## config.mk

```make
export PLATFORM = sky130hd
export DESIGN_NAME = store_sequencer_flat
export DESIGN_NICKNAME = d
export VERILOG_FILES = /design/src/rtl/store_sequencer_if.sv /design/src/rtl/store_sequencer.sv /design/src/flat_wrapper.sv
export SDC_FILE = /design/constraint.sdc
export NUM_CORES = 1
export LEC_CHECK = 0
export CAP_MARGIN = 15
export CORE_ASPECT_RATIO = 2
export CORE_MARGIN = 5
export CORE_UTILIZATION = 38
export CTS_CLUSTER_SIZE = 8
export DETAILED_ROUTE_END_ITERATION = 6
export PLACE_DENSITY = 0.75
export SETUP_SLACK_MARGIN = 0.3
export SYNTH_ARGS = -nofsm -noshare
export SYNTH_HDL_FRONTEND = slang
export SYNTH_SLANG_ARGS = --single-unit
export TNS_END_PERCENT = 50
```

## constraint.sdc

```tcl
create_clock -name clk -period 2.73 [get_ports clk]
set_input_delay 0.546 -clock clk [delete_from_list [all_inputs] [get_ports clk]]
set_output_delay 0.546 -clock clk [all_outputs]
set_load 0.02 [all_outputs]
```

## src/rtl/store_sequencer_if.sv

```systemverilog
// Request/response and store-pin bundle for the store sequencer.
// master = control-unit/store side, slave = sequencer side.
interface store_sequencer_if;
  logic        req_valid;
  logic        req_ready;
  logic        req_write;
  logic [4:0]  req_addr;
  logic [31:0] req_wdata;
  logic        rsp_valid;
  logic [31:0] rsp_rdata;
  logic        busy;
  logic [4:0]  store_A;
  logic [31:0] store_D;
  logic        store_CS_n;
  logic        store_WE_n;
  logic        store_OE_n;
  logic [31:0] store_Q;

  modport master (
    output req_valid, req_write, req_addr, req_wdata, store_Q,
    input  req_ready, rsp_valid, rsp_rdata, busy,
    input  store_A, store_D, store_CS_n, store_WE_n, store_OE_n
  );

  modport slave (
    input  req_valid, req_write, req_addr, req_wdata, store_Q,
    output req_ready, rsp_valid, rsp_rdata, busy,
    output store_A, store_D, store_CS_n, store_WE_n, store_OE_n
  );
endinterface

```

## src/rtl/store_sequencer.sv

```systemverilog
// Single-word store access sequencer: setup / strobe / hold / done
// sequence on the 32x32 store lines, all pins driven from flops.
module store_sequencer #(
  parameter int SETUP_CYCLES  = 1,
  parameter int STROBE_CYCLES = 2,
  parameter int HOLD_CYCLES   = 1
) (
  input logic              clk,
  input logic              reset,
  store_sequencer_if.slave bus
);
  typedef enum logic [2:0] {
    IDLE, SETUP, STROBE, HOLD, DONE
  } state_t;

  localparam logic [3:0] S_LD = 4'(SETUP_CYCLES - 1);
  localparam logic [3:0] T_LD = 4'(STROBE_CYCLES - 1);
  localparam logic [3:0] H_LD = 4'(HOLD_CYCLES - 1);

  state_t      state_q, state_d;
  logic [3:0]  cnt_q, cnt_d;
  logic        op_q, op_d;
  logic [4:0]  addr_q, addr_d;
  logic [31:0] data_q, data_d;
  logic        cs_n_q, cs_n_d;
  logic        we_n_q, we_n_d;
  logic        oe_n_q, oe_n_d;
  logic        rdy_q, rdy_d;
  logic        busy_q, busy_d;
  logic        rsp_q, rsp_d;
  logic [31:0] rdata_q, rdata_d;

  always_comb begin
    state_d = state_q;
    cnt_d   = cnt_q;
    op_d    = op_q;
    addr_d  = addr_q;
    data_d  = data_q;
    cs_n_d  = cs_n_q;
    we_n_d  = we_n_q;
    oe_n_d  = oe_n_q;
    rdy_d   = rdy_q;
    busy_d  = busy_q;
    rsp_d   = 1'b0;
    rdata_d = rdata_q;
    unique case (state_q)
      IDLE: begin
        if (bus.req_valid) begin
          op_d    = bus.req_write;
          addr_d  = bus.req_addr;
          data_d  = bus.req_wdata;
          cs_n_d  = 1'b0;
          rdy_d   = 1'b0;
          busy_d  = 1'b1;
          cnt_d   = S_LD;
          state_d = SETUP;
        end
      end
      SETUP: begin
        if (cnt_q == 4'd0) begin
          cnt_d   = T_LD;
          we_n_d  = ~op_q;
          oe_n_d  = op_q;
          state_d = STROBE;
        end else begin
          cnt_d = cnt_q - 4'd1;
        end
      end
      STROBE: begin
        if (cnt_q == 4'd0) begin
          cnt_d   = H_LD;
          we_n_d  = 1'b1;
          oe_n_d  = 1'b1;
          state_d = HOLD;
          // OE_n is still low on this edge, so store_Q is valid
          if (!op_q) rdata_d = bus.store_Q;
        end else begin
          cnt_d = cnt_q - 4'd1;
        end
      end
      HOLD: begin
        if (cnt_q == 4'd0) begin
          cs_n_d  = 1'b1;
          rsp_d   = 1'b1;
          state_d = DONE;
        end else begin
          cnt_d = cnt_q - 4'd1;
        end
      end
      DONE: begin
        rdy_d   = 1'b1;
        busy_d  = 1'b0;
        state_d = IDLE;
      end
      default: begin
        rdy_d   = 1'b1;
        busy_d  = 1'b0;
        cs_n_d  = 1'b1;
        we_n_d  = 1'b1;
        oe_n_d  = 1'b1;
        state_d = IDLE;
      end
    endcase
  end

  always_ff @(posedge clk or posedge reset) begin
    if (reset) begin
      state_q <= IDLE;
      cnt_q   <= 4'd0;
      op_q    <= 1'b0;
      addr_q  <= 5'd0;
      data_q  <= 32'd0;
      cs_n_q  <= 1'b1;
      we_n_q  <= 1'b1;
      oe_n_q  <= 1'b1;
      rdy_q   <= 1'b1;
      busy_q  <= 1'b0;
      rsp_q   <= 1'b0;
      rdata_q <= 32'd0;
    end else begin
      state_q <= state_d;
      cnt_q   <= cnt_d;
      op_q    <= op_d;
      addr_q  <= addr_d;
      data_q  <= data_d;
      cs_n_q  <= cs_n_d;
      we_n_q  <= we_n_d;
      oe_n_q  <= oe_n_d;
      rdy_q   <= rdy_d;
      busy_q  <= busy_d;
      rsp_q   <= rsp_d;
      rdata_q <= rdata_d;
    end
  end

  assign bus.req_ready  = rdy_q;
  assign bus.busy       = busy_q;
  assign bus.rsp_valid  = rsp_q;
  assign bus.rsp_rdata  = rdata_q;
  assign bus.store_A    = addr_q;
  assign bus.store_D    = data_q;
  assign bus.store_CS_n = cs_n_q;
  assign bus.store_WE_n = we_n_q;
  assign bus.store_OE_n = oe_n_q;
endmodule

```

## src/flat_wrapper.sv

```systemverilog
// flat-port wrapper written by rule: the top's interface ports become plain ports
module store_sequencer_flat 
#(
  parameter int SETUP_CYCLES  = 1,
  parameter int STROBE_CYCLES = 2,
  parameter int HOLD_CYCLES   = 1
)
  (clk, reset, bus_req_valid, bus_req_write, bus_req_addr, bus_req_wdata, bus_store_Q, bus_req_ready, bus_rsp_valid, bus_rsp_rdata, bus_busy, bus_store_A, bus_store_D, bus_store_CS_n, bus_store_WE_n, bus_store_OE_n);
  store_sequencer_if bus_i ();
  input logic clk;
  input logic reset;
  input wire logic [$bits(bus_i.req_valid)-1:0] bus_req_valid;
  input wire logic [$bits(bus_i.req_write)-1:0] bus_req_write;
  input wire logic [$bits(bus_i.req_addr)-1:0] bus_req_addr;
  input wire logic [$bits(bus_i.req_wdata)-1:0] bus_req_wdata;
  input wire logic [$bits(bus_i.store_Q)-1:0] bus_store_Q;
  output wire logic [$bits(bus_i.req_ready)-1:0] bus_req_ready;
  output wire logic [$bits(bus_i.rsp_valid)-1:0] bus_rsp_valid;
  output wire logic [$bits(bus_i.rsp_rdata)-1:0] bus_rsp_rdata;
  output wire logic [$bits(bus_i.busy)-1:0] bus_busy;
  output wire logic [$bits(bus_i.store_A)-1:0] bus_store_A;
  output wire logic [$bits(bus_i.store_D)-1:0] bus_store_D;
  output wire logic [$bits(bus_i.store_CS_n)-1:0] bus_store_CS_n;
  output wire logic [$bits(bus_i.store_WE_n)-1:0] bus_store_WE_n;
  output wire logic [$bits(bus_i.store_OE_n)-1:0] bus_store_OE_n;
  assign bus_i.req_valid = bus_req_valid;
  assign bus_i.req_write = bus_req_write;
  assign bus_i.req_addr = bus_req_addr;
  assign bus_i.req_wdata = bus_req_wdata;
  assign bus_i.store_Q = bus_store_Q;
  assign bus_req_ready = bus_i.req_ready;
  assign bus_rsp_valid = bus_i.rsp_valid;
  assign bus_rsp_rdata = bus_i.rsp_rdata;
  assign bus_busy = bus_i.busy;
  assign bus_store_A = bus_i.store_A;
  assign bus_store_D = bus_i.store_D;
  assign bus_store_CS_n = bus_i.store_CS_n;
  assign bus_store_WE_n = bus_i.store_WE_n;
  assign bus_store_OE_n = bus_i.store_OE_n;
  store_sequencer #(.SETUP_CYCLES(SETUP_CYCLES), .STROBE_CYCLES(STROBE_CYCLES), .HOLD_CYCLES(HOLD_CYCLES)) u_core (.clk(clk), .reset(reset), .bus(bus_i));
endmodule
```

==> impl_metrics.env, run 1 <==
export IMPL_cts_resized=0
export IMPL_placed_area_um2=5000
export IMPL_setup_violations_final=0
export IMPL_grt_pass1_vias=2547
export IMPL_path_delay_family="simple AND/OR/NAND/NOR gates"
export IMPL_synth_edf_count=0
export IMPL_worstSetupPathType="reg2reg"
export IMPL_async_flop_share_pct=100
export IMPL_crit_required_ns=2.94
export IMPL_drive_gt1_share_pct=25.4
export IMPL_antenna_found_initial=0
export IMPL_yosysTopAreaCellShare_pct=58.2
export IMPL_synth_seq_cells=83
export IMPL_yosysWarnings=0
export IMPL_ys_seq_area_share_pct=61.3
export IMPL_fillerInstances=674
export IMPL_wire_per_inst_um=18.4
export IMPL_synthesis_area_um2=3400
export IMPL_cts_max_level=3
export IMPL_grt_max_degree=84
export IMPL_synth_distinct_cells=32
export IMPL_cts_hold_buf=0
export IMPL_cts_tree="yes"
export IMPL_antenna_cells=0
export IMPL_totalWireLength_um=8720
export IMPL_grt_setup_unrepaired="false"
export IMPL_clockBufferDepth=2
export IMPL_ant_nets=0
export IMPL_grt_overflow=0
export IMPL_clock_sinks=83
export IMPL_grt_first_pass_wirelength_um=13500
export IMPL_power_density_nw_per_um2=1270
export IMPL_die_w_um=76.8
export IMPL_final_core_util_pct=60.8
export IMPL_drtIter0Drc=87
export IMPL_clk_latency_ns=0.33
export IMPL_drv_slew=0
export IMPL_startpoint="u_core.cnt_q[0]"
export IMPL_final_hold_violation_count=0
export IMPL_max_vdd_ir_drop_mv=0.676
export IMPL_cp_start_kind="flip-flop"
export IMPL_cts_setup_buffers=0
export IMPL_crit_arrival_ns=2.32
export IMPL_leakagePower_nw=2.29
export IMPL_io_pins=148
export IMPL_routabilityCongestion=0.778
export IMPL_max_clock_freq_mhz=475
export IMPL_tns_ns=0
export IMPL_cpPeakStageDelay_ns=0.41
export IMPL_synth_area_leaders="dfrtp_1, mux2_4, mux2_2"
export IMPL_drc=0
export IMPL_cp_cell_sequence="inv_1 > ha_1 > nor3b_4 > nand2_2 > buf_4 > mux2_4"
export IMPL_fin_crit_sh_pct=77.2
export IMPL_reg2reg_from="u_core.cnt_q[0]"
export IMPL_area_delta_synth_final_pct=56.0
export IMPL_path_clk_slew_ns=0.06
export IMPL_vias_per_cell=4.92
export IMPL_path_max_fanout=13
export IMPL_maxCapViolCount=0
export IMPL_relSlewSlack_pct=71.0
export IMPL_cp_num_buf_inv=2
export IMPL_drtPass1Iterations=4
export IMPL_syn_nets=292
export IMPL_hold_path_class="reg2reg"
export IMPL_skew_ns=0.00646
export IMPL_status="finished clean"
export IMPL_fin_crit_ns=2.11
export IMPL_grt_usage_pct=15.9
export IMPL_core_area_um2=8710
export IMPL_worst_slack_ns=0.623
export IMPL_crit_slowest_cell="dfrtp_1"
export IMPL_avgSynthCellArea_um2=15.6
export IMPL_start_util_pct=39.0
export IMPL_finalInstanceArea_um2=5300
export IMPL_vias=2334
export IMPL_end_kind="flip-flop"
export IMPL_nNetsFinal=445
export IMPL_netlist_instances=217
export IMPL_synthFlopType="dfrtp_1"
export IMPL_fp_dieArea_um2=11000
export IMPL_fp_row_count=48
export IMPL_dp_slack_ns=0.549
export IMPL_hp_start="u_core.bus.busy"
export IMPL_hpwl_um=6540
export IMPL_cts_root_buf="clkbuf_16"
export IMPL_yosys_area_top_type="dfrtp_1"
export IMPL_numCtsBuffers=9
export IMPL_io_buffers=147
export IMPL_max_slew_worst_pin_slew_ns=0.431
export IMPL_die_y_um=144
-- power by group --
group / leakage [nW] / switching, W / internal, W
Combinational: 1.17 / 0.00146 / 0.00182
Sequential: 0.977 / 0.000377 / 0.00187
Clock: 0.146 / 0.000453 / 0.000752
-- state kept, by name, summed over array words and instances (netlist names) --
signal                 flops
u_core.bus.rsp_rdata      32
u_core.bus.store_D        32
u_core.bus.store_A         5
u_core.cnt_q               4
u_core.state_q             3
u_core.bus.busy            1
u_core.bus.req_ready       1
u_core.bus.rsp_valid       1
u_core.bus.store_CS_n      1
u_core.bus.store_OE_n      1
u_core.bus.store_WE_n      1
u_core.op_q                1
-- cells in the mapped netlist, types with 3 or more instances --
library cell and instances:
mux2_2 37, nor3_1 3, nand2b_1 3, buf_6 3
inv_1 4, nor2b_1 4, nor2_1 8, buf_2 6
mux2_1 3, o21ai_0 4, o32a_1 3, dfstp_2 4
mux2_4 30, dfrtp_1 79, a21oi_1 3
-- per-stage QoR --
step | cells | power [W] | hold slack, ns
after global placement | 459 | 0.00548 | 0.468
after global routing | 474 | 0.00708 | 0.507
after CTS | 474 | 0.00682 | 0.488
after floorplan | 217 | 0.00403 | 0.514
final | 474 | 0.00673 | 0.485
after detailed placement | 459 | 0.00558 | 0.472
-- routing by layer --
metal	vias up	GRT usage [%]	wire length [µm]
met4	0	8.02	307
met2	114	27.3	4690
li1	1067	-	-
met1	1134	16.9	3020
met3	19	5.83	707
met5	-	0	0
-- area by class of cell --
type | count | area, µm² | area share, %
Timing Repair Buffer | 153 | 1540 | 29.1
Clock inverter | 2 | 35.0 | 0.661
Sequential cell | 83 | 2080 | 39.3
Clock buffer | 13 | 260 | 4.91
Multi-Input combinational cell | 119 | 1230 | 23.3
Tap cell | 100 | 125 | 2.36
Inverter | 4 | 18.8 | 0.354
-- kinds of logic after synthesis --
| kind of cell | Yosys count | synth area share (%) |
|---|---|---|
| buffers and inverters | 15 | 2.54 |
| AND/OR/NAND/NOR | 27 | 4.72 |
| XOR/XNOR | 2 | 0.516 |
| multiplexers | 70 | 26.5 |
| flip-flops | 83 | 61.3 |
| AO/OA/AOI/OAI | 18 | 3.65 |
| adder cells (fa/ha/maj) | 2 | 0.737 |
-- final timing paths --
kind / end / slack, ns / cells past startpoint
min reg2reg: u_core.bus.busy / 0.48 / 1
min: u_core.bus.busy / 0.48 / 1
max reg2reg: u_core.bus.rsp_rdata[28] / 0.62 / 6
max: u_core.bus.rsp_rdata[28] / 0.62 / 6
min in group asynchronous: u_core.bus.store_D[14] / 0.68 / 3
max in group asynchronous: u_core.bus.store_CS_n / 1.67 / 3
-- cell usage in the layout, fill, tap and decap left out, drive strengths merged --
cell | netlist | routed
o32a | 3 | 3
o211ai | 1 | 1
nor2b | 4 | 4
inv | 4 | 3
xnor2 | 2 | 2
clkinv | 0 | 1
buf | 9 | 6
o22a | 1 | 1
ha | 2 | 2
a21o | 1 | 1
clkinvlp | 0 | 1
dfstp | 4 | 4
or3 | 2 | 2
nor2 | 8 | 8
a21oi | 3 | 3
nand2 | 3 | 3
o31ai | 1 | 1
a31oi | 1 | 1
mux2 | 70 | 70
o21ai | 4 | 4
clkbuf | 2 | 13
dfrtp | 79 | 79
nor3 | 5 | 5
bufinv | 0 | 1
nand2b | 3 | 3
clkdlybuf4s50 | 0 | 147
and2 | 1 | 1
nor3b | 1 | 1
a21boi | 1 | 1
o22ai | 1 | 1
a211oi | 1 | 1
No activity file was read; power rests on OpenSTA's default activity.
==> inputs of run 2 (changes only) <==
==> constraint.sdc (replaced) <==
create_clock -name clk -period 1.8 [get_ports clk]
set_input_delay 0.36 -clock clk [delete_from_list [all_inputs] [get_ports clk]]
set_output_delay 0.36 -clock clk [all_outputs]
set_load 0.02 [all_outputs]
==> run 2 against run 1 <==
Against the previous run:
- cell area up 2.4%
- register-to-register slack worse by 0.45 ns
- setup slack worse by 0.45 ns
- combinational power up 43%
- sequential share of layout area down 0.92 points
- largest cell class unchanged
==> impl_metrics.env, run 2 (synthesis results as in run 1) <==
export IMPL_status="finished clean"
export IMPL_io_pins=148
export IMPL_cts_max_level=3
export IMPL_fin_crit_sh_pct=90.3
export IMPL_grt_busiest_layer="met2"
export IMPL_wire_per_inst_um=19.2
export IMPL_clockBufferDepth=2
export IMPL_cp_start_kind="flip-flop"
export IMPL_routabilityCongestion=0.813
export IMPL_worst_slack_ns=0.174
export IMPL_fp_dieArea_um2=11000
export IMPL_power_density_nw_per_um2=1850
export IMPL_numCtsBuffers=9
export IMPL_dp_slack_ns=-0.0735
export IMPL_cts_tree="yes"
export IMPL_final_core_util_pct=62.3
export IMPL_crit_required_ns=2.01
export IMPL_vias_per_cell=4.89
export IMPL_max_clock_freq_mhz=615
export IMPL_path_clk_slew_ns=0.06
export IMPL_setup_violations_final=0
export IMPL_vias=2370
export IMPL_grt_setup_unrepaired="true"
export IMPL_antenna_cells=0
export IMPL_nNetsFinal=455
export IMPL_clock_sinks=83
export IMPL_max_slew_worst_pin_slew_ns=0.488
export IMPL_met3_usage_pct=4.14
export IMPL_totalWireLength_um=9300
export IMPL_io_buffers=147
export IMPL_hpwl_um=6740
export IMPL_die_y_um=144
export IMPL_path_max_fanout=16
export IMPL_use_met2_pct=31.4
export IMPL_drtIter0Drc=64
export IMPL_r2r_cells=6
export IMPL_ant_nets=0
export IMPL_fp_row_count=48
export IMPL_cts_root_buf="clkbuf_16"
export IMPL_grt_pass1_vias=2637
export IMPL_maxCapViolCount=0
export IMPL_most_common_layout_cells="dfrtp_1, clkdlybuf4s50_1, dlygate4sd2_1, mux2_2, mux2_4"
export IMPL_final_common_cell="dfrtp_1"
export IMPL_antenna_found_initial=0
export IMPL_grt_usage_pct=16.8
export IMPL_die_w_um=76.8
export IMPL_grtUsageMet1_pct=17.1
export IMPL_crit_arrival_ns=1.83
export IMPL_worstSetupPathType="reg2reg"
export IMPL_end_kind="flip-flop"
export IMPL_clk_latency_ns=0.33
export IMPL_area_delta_synth_final_pct=59.7
export IMPL_grt_overflow=0
export IMPL_leakagePower_nw=2.65
export IMPL_drtPass1Iterations=4
export IMPL_fin_crit_ns=1.63
export IMPL_grt_first_pass_wirelength_um=14400
export IMPL_hold_path_class="in2async"
export IMPL_final_hold_violation_count=0
export IMPL_drc=0
export IMPL_skew_ns=0.00711
export IMPL_drive_gt1_share_pct=29.9
export IMPL_grt_max_degree=46
export IMPL_relSlewSlack_pct=67.5
export IMPL_start_util_pct=39.0
export IMPL_core_area_um2=8710
export IMPL_drv_slew=0
export IMPL_max_vdd_ir_drop_mv=1.05
-- run 2: critical path: stages (launching register included) --
cell,delay (ns)
dfrtp_1,0.39
inv_2,0.08
ha_1,0.14
nor3b_4,0.27
nand2_4,0.12
buf_12,0.19
mux2_4,0.30
-- run 2: per-stage QoR --
stage | TNS [ns] | instance area (µm²) | power, W | std cells | hold slack [ns]
floorplan | 0 | 3400 | 0.00611 | 217 | 0.495
global placement | -1.47 | 5040 | 0.00835 | 463 | 0.468
detailed placement | -2.10 | 5040 | 0.00850 | 463 | 0.470
CTS | 0 | 5330 | 0.0101 | 482 | 0.455
global route | 0 | 5420 | 0.0106 | 485 | 0.473
finish | 0 | 5420 | 0.0100 | 485 | 0.443
-- run 2: timing repair --
item | 4_1_cts | 5_1_grt
setup endpoints to repair | 147 | 99
pin swaps | 2 | 0
resized for setup | 71 | 20
setup buffers | 3 | 1
hold buffers | 0 | 0
cloned | 0 | 2
-- run 2: layer usage --
layer | routed length (µm) | part of all wire (%) | vias up
met5 | 0 | 0 | -
met4 | 270 | 2.9 | 0
met3 | 520 | 5.6 | 16
met2 | 5420 | 58 | 93
met1 | 3080 | 33 | 1170
li1 | - | - | 1091
-- run 2: path summary, 6_finish.rpt --
check                                          endpoint  slack, ns             from
worst max-delay path            u_core.bus.rsp_rdata[3]       0.17  u_core.cnt_q[1]
worst min-delay path             u_core.bus.store_D[10]       0.44            reset
max in group asynchronous       u_core.bus.rsp_rdata[8]       0.89            reset
worst min register to register          u_core.bus.busy       0.49  u_core.bus.busy
worst max register to register  u_core.bus.rsp_rdata[3]       0.17  u_core.cnt_q[1]
min in group clk                        u_core.bus.busy       0.49  u_core.bus.busy
-- run 2: final cells by class --
class	instances	area, µm²
Tap cell	100	125
Multi-Input combinational cell	119	1250
Clock buffer	10	229
Fill cell	700	3290
Timing Repair Buffer	163	1630
Sequential cell	83	2080
Inverter	4	18.8
Clock inverter	6	88.8
-- run 2: report_power, final --
part           internal, W  switching, W
registers          0.00283      0.000524
logic              0.00241       0.00230
clock network      0.00122      0.000734
total              0.00646       0.00355
==> inputs of run 3 (changes only) <==
--- a/config.mk
+++ b/config.mk
@@ -5,10 +5,11 @@
 export SDC_FILE = /design/constraint.sdc
 export NUM_CORES = 1
 export LEC_CHECK = 0
-export CAP_MARGIN = 15
+export CAP_MARGIN = 20
 export CORE_ASPECT_RATIO = 2
 export CORE_MARGIN = 5
 export CORE_UTILIZATION = 38
+export CTS_CLUSTER_DIAMETER = 50
 export CTS_CLUSTER_SIZE = 8
 export DETAILED_ROUTE_END_ITERATION = 6
 export PLACE_DENSITY = 0.75
==> results of run 3 <==
The final DEF is identical to that of run 2; final timing and power are the same.
